==> src/rtl/fetch_unit.sv <==
// Program-sequencing front end: PC register, IDLE/RUN/HALT control and
// saturating cycle / taken-branch counters for a single-cycle core.
module fetch_unit #(
    parameter int PW         = 10,
    parameter int CW         = 16,
    parameter int START_ADDR = 0
) (
    input  logic          Clk,
    input  logic          Reset,
    input  logic          Start,
    input  logic          Branch,
    input  logic          Taken,
    input  logic [PW-1:0] Target,
    input  logic          Ack,
    output logic [PW-1:0] ProgCtr,
    output logic          Running,
    output logic          Done,
    output logic [CW-1:0] CycleCnt,
    output logic [CW-1:0] BrCnt
);

    typedef enum logic [1:0] {
        IDLE = 2'd0,
        RUN  = 2'd1,
        HALT = 2'd2
    } state_e;

    localparam logic [PW-1:0] START_PC = PW'(START_ADDR);

    state_e        state_q, state_d;
    logic [PW-1:0] pc_q, pc_d;
    logic [CW-1:0] cyc_q, cyc_d;
    logic [CW-1:0] br_q, br_d;

    // Counters stick at all-ones rather than wrapping.
    function automatic logic [CW-1:0] sat_inc(input logic [CW-1:0] v);
        return (v == {CW{1'b1}}) ? v : v + CW'(1);
    endfunction

    always_comb begin
        state_d = state_q;
        pc_d    = pc_q;
        cyc_d   = cyc_q;
        br_d    = br_q;
        unique case (state_q)
            IDLE, HALT: begin
                if (state_q == IDLE) pc_d = START_PC;
                if (Start) begin
                    state_d = RUN;
                    pc_d    = START_PC;
                    cyc_d   = '0;
                    br_d    = '0;
                end
            end
            RUN: begin
                cyc_d = sat_inc(cyc_q);
                // Halt outranks a simultaneous taken branch; PC stays on the halt.
                if (Ack) begin
                    state_d = HALT;
                end else if (Branch && Taken) begin
                    pc_d = Target;
                    br_d = sat_inc(br_q);
                end else begin
                    pc_d = pc_q + PW'(1);
                end
            end
            default: begin
                state_d = IDLE;
                pc_d    = START_PC;
            end
        endcase
    end

    always_ff @(posedge Clk) begin
        if (Reset) begin
            state_q <= IDLE;
            pc_q    <= START_PC;
            cyc_q   <= '0;
            br_q    <= '0;
        end else begin
            state_q <= state_d;
            pc_q    <= pc_d;
            cyc_q   <= cyc_d;
            br_q    <= br_d;
        end
    end

    assign ProgCtr  = pc_q;
    assign Running  = (state_q == RUN);
    assign Done     = (state_q == HALT);
    assign CycleCnt = cyc_q;
    assign BrCnt    = br_q;

endmodule
==> config.mk <==
export PLATFORM = sky130hd
export DESIGN_NAME = fetch_unit
export DESIGN_NICKNAME = d
export VERILOG_FILES = /design/src/rtl/fetch_unit.sv
export SDC_FILE = /design/constraint.sdc
export NUM_CORES = 1
export LEC_CHECK = 0
export ABC_AREA = 1
export BUFFER_PORTS_ARGS = -buffer_cell sky130_fd_sc_hd__buf_2
export CAP_MARGIN = 25
export CORE_MARGIN = 8
export CORE_UTILIZATION = 50
export DETAILED_ROUTE_END_ITERATION = 10
export HOLD_SLACK_MARGIN = 0.06
export PLACE_DENSITY = 0.83
export SLEW_MARGIN = 10
export SYNTH_ARGS = -nofsm -noshare
export SYNTH_HDL_FRONTEND = slang
export SYNTH_SLANG_ARGS = --single-unit
==> constraint.sdc <==
create_clock -name Clk -period 2.5 [get_ports Clk]
set_input_delay 0 -clock Clk [delete_from_list [all_inputs] [get_ports Clk]]
set_output_delay 0 -clock Clk [all_outputs]
set_load 0.01 [all_outputs]
After elaboration in Yosys (flattened, before gate mapping)
Index checks and enable logic that the tools add are counted.
W data, S select, Z words.
Operators by class
  divide/modulo/power cells: 0
  magnitude comparators: 0
  add/sub/neg operators: 3
  multipliers: 0
  reduce and logical (&&, ||, !) cells: 8
  equal/unequal tests: 11
  bitwise gates (word level): 0
  muxes and demuxes: 15
  shift operators: 0
Operators with widths (number)
  $mux W16: 5
  $pmux W16 S2: 2
  $mux W10: 4
  $add A16 B1 Y16 const B: 2
  $eq A16 B16 Y1 const B: 2
  $pmux W10 S2: 1
  $add A10 B1 Y10 const B: 1
  $ne A2 B2 Y1 const B: 5
  $reduce_and A5 Y1: 1
  $mux W2: 2
  $pmux W2 S2: 1
  $reduce_and A2 Y1: 2
  $ne A3 B3 Y1 const B: 1
  $reduce_and A3 Y1: 1
  $eq A2 B1 Y1 const B: 1
  $eq A2 B2 Y1 const B: 1
  $logic_not A2 Y1: 1
  $ne A2 B1 Y1 const B: 1
  $reduce_bool A2 Y1: 1
  $reduce_or A2 Y1: 1
  $logic_and A1 B1 Y1: 1
Storage, ports and cells
  latch bits: 0
  input port bits: 16
  output and inout port bits: 44
  memory bits (writable): 0
  register bits: 44
  memories: 0
  bits in read-only memories: 0

Logic depth before layout (Yosys ltp)
  depth in word-level cells: 5
  mapped depth: 10
  mapped depth without buffers: 10

Worst setup path before layout
Ideal clock, no wire load.
  path kind: register -> register
  from: register cyc_q[0] (netlist: CycleCnt[0])
  to: register cyc_q[11] (netlist: CycleCnt[11])
  path buffers: 1
  setup time: 0.068 ns
  cell stages (with the launch flop): 9
  arrival: 1.570 ns
  path slack: 0.862 ns
  cells stage by stage: dfxtp_1 -> ha_1 -> nand3_2 -> nor2_4 -> nand3_2 -> o21ai_2 -> buf_6 -> nand2_1 -> a21oi_2
On the way
  word-level cells in the longest chain between the ends: 3
  elaborated cells between the ends (all ways): 6
  classes of those cells: add/sub (1); eq/ne (2); mux (2); reduce/logical (1)
RTL lines
  start: declaration: RTL line 32  | logic [CW-1:0] cyc_q, cyc_d;
  start signal: assignment: RTL line 83  | cyc_q <= cyc_d;
  $add A16 B1 Y16 / $eq A16 B16 Y1 (equally long branches): RTL line 37  | return (v == {CW{1'b1}}) ? v : v + CW'(1);
  $mux W16 / $ne A2 B2 Y1 (equally long branches)
  $pmux W16 S2 / $reduce_and A3 Y1 (equally long branches)
Parallel ways exist; a longest one is shown, timed or not. The select of a mux whose other input is x is not followed.
A chain may end at the register's enable or synchronous reset.

Final worst setup path
  from: register cyc_q[0] (netlist: CycleCnt[0])
  to: register cyc_q[13] (netlist: CycleCnt[13])
Same word-level chain as after synthesis.

==> flow_metrics.py <==
metrics = {
    "run_status": {
        "outcome": "complete, no violations",
    },
    "synth": {
        "synth-simple-area-share_pct": 41.2,
        "synth_cell_types": 33,
        "syn_inst": 469,
        "yosys-top-cells-area": "dfxtp_1 (31%), nand2_1 (19%), nor2_1 (9.6%)",
        "async_flop_share_pct": 0,
        "ys_warn_count": 0,
        "synth-xor-area-share_pct": 2.49,
        "synth_top_family_by_area": "simple AND/OR/NAND/NOR gates",
        "synthMuxAreaShare_pct": 0.356,
        "synthAdderAreaFrac_pct": 1.34,
        "synth_fp_nets": 488,
        "yosysSeqAreaShare_pct": 31.3,
        "synth_flop_cell": "dfxtp_1",
        "netlist_area_sq_mm": 0.00281,
        "avgSynthCellArea_sq_um": 5.99,
        "synth_edf_count": 0,
        "synth_top_area_share_pct": 31.3,
        "ys_ff_latch": 44,
        "synth-compound-area-share_pct": 11.2,
        "yosys.area.top_type": "dfxtp_1",
    },
    "timing": {
        "setup_slack_ns": 0.507,
        "fin_skew_ns": 0.00691,
        "clock.fmax_mhz": 502,
        "tightest_slew_ns": 0.598,
        "tns_ns": 0,
        "slew_headroom_pct": 60.0,
        "hold_viol_final": 0,
        "setup_viol": 0,
        "rsz0062_at_grt": "no",
        "drv_slew": 0,
        "timing.final.crit_share_pct": 79.7,
        "min_period_ns": 1.99,
    },
    "global_route": {
        "grt_max_degree": 28,
        "antenna_found_initial": 0,
        "globalRouteMet2Util_pct": 32.3,
        "grt_pass1_wl_um": 13200,
        "grt_pass1_vias": 2995,
        "grt-ovfl-total": 0,
        "grt-busiest-layer": "met2",
        "grt.total_usage_pct": 19.0,
        "gr-usage-met1_pct": 21.7,
        "gr-usage-met3_pct": 4.12,
    },
    "routing": {
        "postRouteAntennaNets": 0,
        "routed_wl_um": 7710,
        "via_count": 3105,
        "remaining_drc_errors": 0,
        "post_drt_wl_per_cell_um": 12.7,
        "via_per_inst": 5.11,
        "drt_iter0_markers": 161,
        "drt_pre_antenna_iters": 4,
    },
    "job": {
        "drv_cap": 0,
    },
    "die": {
        "rows": 27,
        "start_util_pct": 51.4,
        "chipHeight_um": 91.0,
        "coreArea_sq_mm": 0.00547,
        "die_x_um": 91.0,
        "ios": 60,
        "die_area_sq_mm": 0.00828,
    },
    "place": {
        "gp_congestion": 0.875,
        "placed_area_sq_mm": 0.00316,
        "dp_hpwl_um": 5610,
        "pre_cts_slack_ns": 0.535,
        "io_buffer_count": 59,
    },
    "cts": {
        "cts.sinks": 44,
        "cts_tree": "built",
        "clock_latency_ns": 0.30,
        "postCtsSetupBuffers": 0,
        "postCtsResizedCells": 0,
        "clkSlewWorstSetupHoldPaths_ns": 0.08,
        "cts_buffers": 5,
        "cts-root-buf": "clkbuf_8",
        "cts_buffer_depth": 2,
        "htreeDepth": 2,
    },
    "worst_hold_path": {
        "min_path_type": "in -> reg",
    },
    "power_and_ir_drop": {
        "p_leak_uw": 0.00161,
        "irDropWorstVdd_mv": 0.274,
        "finalPower_uw": 1380,
        "p_per_area_mw_per_mm2": 412,
    },
    "final_layout": {
        "final_area_sq_mm": 0.00335,
        "nNetsFinal": 555,
        "layout-drive-gt1-share_pct": 15.5,
        "n_antenna_cell": 0,
        "synthToLayoutAreaGrowth_pct": 19.0,
    },
    "setup_path": {
        "critPathRequiredTime_ns": 2.74,
        "crit_path_max_fanout": 13,
        "crit_top_cell": "nand3_2",
        "critical_path.cell_chain": "ha_1, nand3_2, nor2_4, nand3_2, o21ai_2, nand2_1, a21oi_2",
        "crit_path_start_kind": "flop",
        "crit_arrival_ns": 2.23,
        "slowest_delay_ns": 0.48,
        "slowest_stage": "o21ai_2",
        "critPathKind": "reg -> reg",
        "end_kind": "flop",
    },
}
report_power, final:
group | total (uW) | switching, uW | internal, uW
Clock | 429 | 239 | 190
Sequential | 737 | 20.5 | 716
Combinational | 211 | 136 | 75.6
synth_stat cells (5+ instances only):
cell        n
nand2_1   144
nor2_1     72
inv_1      68
dfxtp_1    44
nand3_1    31
a21oi_1    19
nand4_1    18
o21ai_0    12
o21bai_1    8
clkbuf_1    7
xor2_1      7
buf_2       5
layer usage:
metal | part of all wire [%] | vias to the layer above
met5 | 0 | -
met4 | 2.3 | 0
met3 | 5.5 | 15
met2 | 49 | 87
met1 | 44 | 1395
li1 | - | 1608
sequential cells by signal (all words and copies together), names as in the netlist:
| register | count |
|---|---|
| state_q | 2 |
| BrCnt | 16 |
| ProgCtr | 10 |
| CycleCnt | 16 |
metrics by stage:
| step | util [%] | instances | hold WS [ns] |
|---|---|---|---|
| after floorplan | - | 469 | 0.184 |
| after global placement | 57.7 | 590 | 0.270 |
| after CTS | 61.2 | 608 | 0.0716 |
| after global routing | 61.2 | 608 | 0.109 |
| final | 61.2 | 608 | 0.0828 |
| after detailed placement | 57.7 | 590 | 0.297 |
worst max-delay path: cells and delay by family (launching register included):
kind / cells / cell delay (ns)
AOI/OAI and AO/OA: 2 / 0.64
adders and majority gates: 1 / 0.28
DFF: 1 / 0.43
and+or+nand+nor: 4 / 0.57
placed cells by master, fill, tap and decap left out, types with 3 or more instances in the layout:
| cell type | count |
|---|---|
| dlygate4sd3_1 | 11 |
| a21oi_1 | 19 |
| nor2_1 | 72 |
| nand3_1 | 31 |
| o211ai_1 | 3 |
| a21oi_2 | 3 |
| clkbuf_8 | 5 |
| inv_1 | 68 |
| nand2_1 | 144 |
| o21ai_0 | 12 |
| o21bai_1 | 8 |
| buf_2 | 59 |
| buf_4 | 5 |
| ha_1 | 3 |
| dfxtp_1 | 44 |
| xor2_1 | 7 |
| nand4_1 | 18 |
final timing paths:
| check | start | to | slack [ns] | cells past startpoint |
|---|---|---|---|---|
| worst min register to register | ProgCtr[9] | ProgCtr[9] | 0.49 | 2 |
| worst max register to register | CycleCnt[0] | CycleCnt[13] | 0.51 | 7 |
| worst min-delay path | Target[3] | ProgCtr[3] | 0.08 | 3 |
| worst max-delay path | CycleCnt[0] | CycleCnt[13] | 0.51 | 7 |
final cells by class:
| type | count | area (sq um) |
|---|---|---|
| timing repair buffer | 75 | 443 |
| clock buffer | 6 | 72.6 |
| tap | 72 | 90.1 |
| clock inverter | 1 | 5.00 |
| sequential | 44 | 881 |
| inverter | 71 | 267 |
| fill | 536 | 2130 |
| multi-input combinational | 339 | 1590 |
cells by family after synthesis:
logic type | after synthesis
compound gates | 52
xor+xnor | 8
fa+ha+maj | 3
buf+inv | 86
flops | 44
mux | 1
simple gates | 275
repair_timing:
action / CTS / global route
hold buffers: 11 / 0
endpoints found under the hold margin: 9 / 0
setup endpoints to repair: 0 / 0
No activity file was read; power rests on OpenSTA's default activity.
